**config.mk**
```make
export PLATFORM = sky130hd
export DESIGN_NAME = frame_config_sequencer
export DESIGN_NICKNAME = d
export VERILOG_FILES = /design/src/rtl/frame_config_sequencer.sv
export SDC_FILE = /design/constraint.sdc
export NUM_CORES = 1
export LEC_CHECK = 0
export ABC_AREA = 1
export BUFFER_PORTS_ARGS = -buffer_cell sky130_fd_sc_hd__buf_2
export CORE_MARGIN = 2
export CORE_UTILIZATION = 30
export DETAILED_ROUTE_END_ITERATION = 12
export HOLD_SLACK_MARGIN = 0.1
export PLACE_DENSITY = 0.6
export SYNTH_ARGS = -nofsm -noshare
export SYNTH_HDL_FRONTEND = slang
export SYNTH_SLANG_ARGS = --single-unit
```
**constraint.sdc**
```tcl
create_clock -name CLK -period 2.9 [get_ports CLK]
set_input_delay 0.435 -clock CLK [delete_from_list [all_inputs] [get_ports CLK]]
set_output_delay 0.435 -clock CLK [all_outputs]
set_load 0.005 [all_outputs]
```
**src/rtl/frame_config_sequencer.sv**
```systemverilog
// Assembles 32-bit config stream words into frames and pulses one-hot FrameStrobe.
// Optional FRAME_CHECKSUM_EN adds a trailing wrapping-sum check word per load.
module frame_config_sequencer #(
  parameter int MaxFramesPerCol = 20,
  parameter int FrameBitsPerRow = 32,
  parameter int NumberOfRows    = 16,
  parameter int NumberOfColumns = 10,
  parameter logic [FrameBitsPerRow-1:0] SYNC_WORD = 32'hFAB0_FAB1
) (
  input  logic                                       CLK,
  input  logic                                       resetn,
  input  logic [FrameBitsPerRow-1:0]                 s_data,
  input  logic                                       s_valid,
  output logic                                       s_ready,
  output logic [NumberOfRows*FrameBitsPerRow-1:0]    FrameData,
  output logic [NumberOfColumns*MaxFramesPerCol-1:0] FrameStrobe,
  output logic                                       ConfigBusy,
  output logic                                       ConfigDone,
  output logic                                       ConfigError
);

  localparam int RW = (NumberOfRows > 1) ? $clog2(NumberOfRows) : 1;
  localparam int FW = (MaxFramesPerCol > 1) ? $clog2(MaxFramesPerCol) : 1;
  localparam int CW = (NumberOfColumns > 1) ? $clog2(NumberOfColumns) : 1;
  localparam int NW = $clog2(MaxFramesPerCol + 1);
  localparam int NS = NumberOfColumns * MaxFramesPerCol;
  localparam int SW = (NS > 1) ? $clog2(NS) : 1;
  localparam logic [7:0] COLS8 = 8'(NumberOfColumns);
  localparam logic [7:0] MF8   = 8'(MaxFramesPerCol);

  typedef enum logic [2:0] {
    S_HUNT,
    S_HEADER,
    S_DATA,
`ifdef FRAME_CHECKSUM_EN
    S_CHECK,
`endif
    S_STROBE
  } state_t;

  state_t r_state;
  state_t w_next;

  logic [FrameBitsPerRow-1:0] r_rows [NumberOfRows];
  logic [RW-1:0]              r_row;
  logic [FW-1:0]              r_frame;
  logic [NW-1:0]              r_nf;
  logic [CW-1:0]              r_col;
  logic                       r_last;
  logic                       r_ready;
  logic [NS-1:0]              r_strobe;
  logic                       r_busy;
  logic                       r_done;
  logic                       r_err;
`ifdef FRAME_CHECKSUM_EN
  logic [FrameBitsPerRow-1:0] r_sum;
`endif

  logic          w_acc;
  logic          w_sync;
  logic          w_hdr_ok;
  logic          w_last_row;
  logic          w_more;
  logic [SW-1:0] w_sidx;
  logic [NS-1:0] w_onehot;

  assign w_acc      = s_valid & r_ready;
  assign w_sync     = (s_data == SYNC_WORD);
  // Checked at full header width so out-of-range fields never wrap
  assign w_hdr_ok   = (s_data[15:8] < COLS8) &&
                      (s_data[7:0] != 8'd0) &&
                      (s_data[7:0] <= MF8);
  assign w_last_row = (r_row == RW'(NumberOfRows - 1));
  assign w_more     = (NW'(r_frame) + NW'(1)) < r_nf;
  assign w_sidx     = SW'(r_col) * SW'(MaxFramesPerCol) + SW'(r_frame);
  assign w_onehot   = NS'(1) << w_sidx;

  always_ff @(posedge CLK or negedge resetn) begin
    if (!resetn) r_state <= S_HUNT;
    else         r_state <= w_next;
  end

  always_comb begin
    w_next = r_state;
    unique case (r_state)
      S_HUNT:   if (w_acc && w_sync) w_next = S_HEADER;
      S_HEADER: if (w_acc) w_next = w_hdr_ok ? S_DATA : S_HUNT;
      S_DATA:   if (w_acc && w_last_row) w_next = S_STROBE;
      S_STROBE: begin
        if (w_more)       w_next = S_DATA;
        else if (!r_last) w_next = S_HEADER;
`ifdef FRAME_CHECKSUM_EN
        else              w_next = S_CHECK;
`else
        else              w_next = S_HUNT;
`endif
      end
`ifdef FRAME_CHECKSUM_EN
      S_CHECK:  if (w_acc) w_next = S_HUNT;
`endif
      default:  w_next = S_HUNT;
    endcase
  end

  always_ff @(posedge CLK or negedge resetn) begin
    if (!resetn) begin
      for (int i = 0; i < NumberOfRows; i++) r_rows[i] <= '0;
      r_row    <= '0;
      r_frame  <= '0;
      r_nf     <= '0;
      r_col    <= '0;
      r_last   <= 1'b0;
      r_ready  <= 1'b0;
      r_strobe <= '0;
      r_busy   <= 1'b0;
      r_done   <= 1'b0;
      r_err    <= 1'b0;
`ifdef FRAME_CHECKSUM_EN
      r_sum    <= '0;
`endif
    end else begin
      // s_ready drops only for the strobe cycle
      r_ready  <= (w_next != S_STROBE);
      r_strobe <= '0;
      unique case (r_state)
        S_HUNT: begin
          if (w_acc && w_sync) begin
            r_busy <= 1'b1;
            r_done <= 1'b0;
            r_err  <= 1'b0;
`ifdef FRAME_CHECKSUM_EN
            r_sum  <= '0;
`endif
          end
        end
        S_HEADER: begin
          if (w_acc) begin
            if (w_hdr_ok) begin
              r_col   <= CW'(s_data[15:8]);
              r_nf    <= NW'(s_data[7:0]);
              r_last  <= s_data[31];
              r_frame <= '0;
              r_row   <= '0;
            end else begin
              r_err  <= 1'b1;
              r_busy <= 1'b0;
            end
          end
        end
        S_DATA: begin
          if (w_acc) begin
            r_rows[r_row] <= s_data;
`ifdef FRAME_CHECKSUM_EN
            r_sum <= r_sum + s_data;
`endif
            if (w_last_row) r_strobe <= w_onehot;
            else            r_row    <= r_row + RW'(1);
          end
        end
        S_STROBE: begin
          if (w_more) begin
            r_frame <= r_frame + FW'(1);
            r_row   <= '0;
          end
`ifndef FRAME_CHECKSUM_EN
          else if (r_last) begin
            r_done <= 1'b1;
            r_busy <= 1'b0;
          end
`endif
        end
`ifdef FRAME_CHECKSUM_EN
        S_CHECK: begin
          if (w_acc) begin
            r_done <= (s_data == r_sum);
            r_err  <= (s_data != r_sum);
            r_busy <= 1'b0;
          end
        end
`endif
        default: ;
      endcase
    end
  end

  for (genvar g = 0; g < NumberOfRows; g++) begin : g_fd
    assign FrameData[g*FrameBitsPerRow +: FrameBitsPerRow] = r_rows[g];
  end

  assign s_ready     = r_ready;
  assign FrameStrobe = r_strobe;
  assign ConfigBusy  = r_busy;
  assign ConfigDone  = r_done;
  assign ConfigError = r_err;

endmodule

```
**After elaboration in Yosys (flattened, before gate mapping)**

Index checks and enable logic that the tools add are counted.

- $add $sub $neg: 3
- Multipliers: 1
- Divide/modulo/power cells: 0
- $lt $le $gt $ge: 5
- Equal/unequal tests: 15
- Shifts and indexed selects: 1
- Multiplexer cells: 36
- Bitwise gates (word level): 2
- Reductions and logical operators: 19

Operator list:

| kind | count |
|---|---|
| $mux W200 | 3 |
| $bwmux W512 | 1 |
| $shl A1 B8 Y200 const A | 1 |
| $demux W32 S4 | 1 |
| $eq A32 B32 Y1 const B | 1 |
| $mux W32 | 1 |
| $mux W4 | 5 |
| $ne A2 B2 Y1 const B | 9 |
| $mux W5 | 3 |
| $pmux W3 S4 | 1 |
| $pmux W4 S3 | 1 |
| $reduce_and A4 Y1 | 3 |
| $reduce_and A6 Y1 | 2 |
| $mux W1 | 11 |
| $pmux W5 S2 | 1 |
| $mux W3 | 3 |
| $add A8 B5 Y8 | 1 |
| $le A8 B5 Y1 const B | 1 |
| $lt A8 B4 Y1 const B | 1 |
| $reduce_bool A8 Y1 | 1 |
| $eq A3 B2 Y1 const B | 2 |
| $mul A4 B3 Y6 const B | 1 |
| $reduce_bool A2 Y1 | 3 |
| $reduce_bool A3 Y1 | 2 |
| 17 further kinds | 23 |

- Register bits: 738
- Bits in latches: 0
- Bits in writable memories: 0
- ROM bits: 0
- Input bits: 35
- Output and inout bits: 716
- Logic and storage cells: 109
- Memories: 0

**Depth between registers and ports, before layout**

- Depth after elaboration: 7
- Gate-level depth with buffers: 15
- Depth with buffers taken out: 14

**Worst setup path before layout**

No wires, ideal clock.

- Kind: reg-to-reg
- Start: register r_col[1]
- End: register r_strobe[26] (netlist: FrameStrobe[26])
- Setup time: 0.072 ns
- Data arrival time: 2.231 ns
- Data required time: 2.828 ns
- Path slack: 0.597 ns
- Stages on the path, launching flop included: 10
- Buffers on the path: 1
- Clock period less this slack: 2.303 ns
- Path through: dfrtp_1 ha_1 ha_1 fa_1 inv_1 nor2_1 xnor2_1 nand2_2 buf_2 nor2_1

- Longest elaborated chain between the ends: 6

Ends and longest elaborated chain:

| element | RTL line | text |
|---|---|---|
| start, declared | 48 | `logic [CW-1:0] r_col;` |
| start signal, assigned | 139 | `r_col <= CW'(s_data[15:8]);` |
| $mul A4 B3 Y6 | 75 | `assign w_sidx = SW'(r_col) * SW'(MaxFramesPerCol) + SW'(r_frame);` |
| $add A8 B5 Y8 | 75 |  |
| $shl A1 B8 Y200 | 76 | `assign w_onehot = NS'(1) << w_sidx;` |
| $mux W200 | 156 | `if (w_last_row) r_strobe <= w_onehot;` |
| $mux W200 | 151 | `if (w_acc) begin` |
| $mux W200 | 125 | `unique case (r_state)` |
| end signal, assigned | 156 |  |
| end, declared | 51 | `logic [NS-1:0] r_strobe;` |

Every way passes these cells.
A chain may end at the register's enable or synchronous reset.

**Worst setup path in the final report**

- Start: register r_col[0]
- End: register r_strobe[161] (netlist: FrameStrobe[161])

The elaborated chain is that of the path after synthesis.

==> impl_metrics.ini <==
[routing]
routed_wl_mm = 98.5
ant_nets = 0
first_pass_iters = 6
via_per_inst = 4.64
num_vias = 21479
post_drt_wl_per_cell_um = 21.3
drt_iter0_drc = 1660
drc = 0

[global_routing]
grt.overflow.total = 0
met1_usage_pct = 26.1
antenna_found_initial = 6
met3_usage_pct = 5.93
busiest_layer = met2
grt_max_degree = 82
grt_first_pass_wirelength_mm = 146
gr-usage-all-layers_pct = 21.1
gr-usage-met2_pct = 35.4
grt_pass1_vias = 21345

[setup_path]
cp-end-kind = flip-flop
reg2reg_depth = 9
required_ns = 3.45
reg2reg_to = FrameStrobe[161]
cp_max_fo = 23
r2r_slack_ns = 0.19
r2r-start = r_col[0]
cp-startpoint = r_col[0]
setup.worst_path.class = reg -> reg
cp.arrival_ns = 3.26
crit_path_start_kind = flip-flop
crit_path_end = FrameStrobe[161]

[status]
status = complete, no violations

[clock_tree]
root_buffer = clkbuf_16
clockBufferDepth = 3
cts.clk_slew.worst_paths_ns = 0.06
insertion_delay_ns = 0.66
numCtsBuffers = 81
cts-htree-levels = 3
postCtsSetupRepairBufs = 0
clkSinkCount = 738
cts_tree = done

[sta]
max_clock_freq_mhz = 369
drv_slew = 0
tns_ns = 0
rsz0062_at_grt = no
clock_skew_ns = 0.0328
timing_hold_violations_final = 0
hold_slack_ns = 0.163
timing.final.crit_share_pct = 93.5
tightest_slew_ns = 0.938
setup_violations = 0
maxSlewHeadroom_pct = 37.4
min_period_ns = 2.71

[synth]
syn-num-nets = 2681
yosys.area_share.xor_xnor_pct = 0.226
yosysUniqueCellTypes = 36
synth-seq-cells = 738
synth_area_um2 = 27100
synth_compound_area_share_pct = 9.98
synth_mux_area_share_pct = 0
synthSimpleGateAreaFrac_pct = 16.2
avgSynthCellArea_um2 = 10.3
syn_inst = 2626
yosys.area_share.adder_pct = 0.979
yosysSeqAreaShare_pct = 68.2
ys_warn_count = 0
synth_top_family_by_area = simple AND/OR/NAND/NOR gates

[die]
rows = 110
core_area_um2 = 89700
die_h_um = 304
die_x_um = 304
die-area_um2 = 92700
initial_core_util_pct = 30.2
io_pins = 751

[worst_hold_path]
hp-class = in -> reg

[placed_design]
port_buffers = 750
dp_hpwl_mm = 68.7
place_inst = 4476
gp_congestion = 0.846

[finish]
nets = 3440
area_growth_pct = 30.9
layout_common_cells = buf_2, dfrtp_1, nand2_1
final_common_cell = buf_2
fin_cells = 4630
drive_gt1_share_pct = 29.7
fillers = 8845

[job]
maxCapViolations = 0

[pwr]
p_per_area_nw_per_um2 = 608
leakagePower_nw = 18.7
power_mw = 21.6
irDropWorstVdd_mv = 0.504
-- worst min path at each step --
stage / slack, ns / from / endpoint / depth (start not counted)
6_report: 0.16 / s_data[0] / r_nf[0] / 3
3_3_place_gp: 0.45 / ConfigBusy / ConfigBusy / 2
3_5_place_dp: 0.46 / ConfigBusy / ConfigBusy / 2
2_1_floorplan: 0.14 / resetn / ConfigBusy / 0
5_1_grt: 0.15 / s_data[0] / r_nf[0] / 3
4_1_cts: 0.11 / s_data[0] / r_nf[0] / 3
-- power breakdown --
group / internal [mW] / leakage [nW] / switching, mW
clock: 6.25 / 1.36 / 4.45
combinational: 0.0969 / 7.02 / 0.470
sequential: 10.3 / 10.3 / 0.00160
total: 16.6 / 18.7 / 4.92
-- logic make-up (layout without fill, tap and decap cells) --
| group | after synthesis | after routing |
|---|---|---|
| AOI/OAI and AO/OA | 540 | 540 |
| xor gates and xnor gates | 7 | 7 |
| adders and majority gates | 20 | 20 |
| buffers and inverters | 265 | 1089 |
| DFF | 738 | 738 |
| other | 1 | 5 |
| and+or+nand+nor | 1055 | 1055 |
-- synthesized netlist by cell type --
master    instances  area (µm²)
dfrtp_1         738       18500
clkinv_2          1        5.00
o22ai_1           1        6.26
a21oi_1           6        30.0
nand4_1          16         100
ha_1             18         225
nand2_2           2        12.5
nor4_1           10        62.6
o21ai_0         417        2090
conb_1            1        3.75
nor2_1          251         942
nor3b_1           1        7.51
inv_2             5        18.8
xor2_1            6        52.6
nor2_2            2        12.5
o21ai_1         116         581
nor3_1            6        30.0
or2_2             1        6.26
buf_2            76         380
nand4_2           5        62.6
buf_6            10         113
fa_1              2        40.0
nand2_1         653        2450
clkinv_1          1        3.75
inv_1            76         285
nand4_4           2        42.5
nand3_4           9         158
clkbuf_2          3        15.0
buf_4             2        15.0
nor3_4            1        16.3
buf_1             2        7.51
xnor2_1           1        8.76
clkbuf_1         88         330
buf_12            1        20.0
or2_1             1        6.26
nand3_1          95         475
-- critical path, stage by stage (launching register included) --
cell	delay, ns
dfrtp_1	0.41
ha_1	0.31
ha_1	0.32
inv_1	0.06
or2_1	0.22
a21oi_1	0.32
xor2_4	0.22
buf_4	0.31
nand3_1	0.25
nor2_1	0.19
-- area by class of cell --
type                            count  area [µm²]  area share [%]
Multi-Input combinational cell   1623        7470            21.1
Tap cell                         1176        1470            4.15
Antenna cell                        4        10.0          0.0282
Timing Repair Buffer              858        4920            13.9
Sequential cell                   738       18500            52.1
Clock inverter                     32         414            1.17
Clock buffer                      116        2390            6.74
Inverter                           83         313           0.882
-- through the flow --
| stage | instance area, µm² | setup slack, ns | util [%] |
|---|---|---|---|
| floorplan | 27100 | 0.597 | - |
| CTS | 35400 | 0.114 | 39.5 |
| global route | 35400 | 0.0334 | 39.5 |
| detailed placement | 32600 | 0.213 | 36.3 |
| global placement | 32600 | 0.296 | 36.3 |
| finish | 35400 | 0.187 | 39.5 |
-- flip-flops by register name, summed over array words and instances (netlist names) --
signal and flops:
ConfigError 1, r_state 3, r_frame 5, r_nf 5
s_ready 1, r_last 1, ConfigDone 1, ConfigBusy 1
FrameStrobe 200, r_row 4, FrameData 512, r_col 4
-- timing repair --
action                                  CTS  global route
resized for setup                         0             1
hold buffers                              2             0
endpoints found under the hold margin    54             0
endpoints found under the setup margin    0             1
-- metal layers --
metal,part of all wire [%],vias to the layer above
li1,-,10007
met1,40,10440
met2,49,882
met3,8.1,150
met4,2.8,0
met5,0,-
Note: power is estimated with default switching activity, not from simulation.
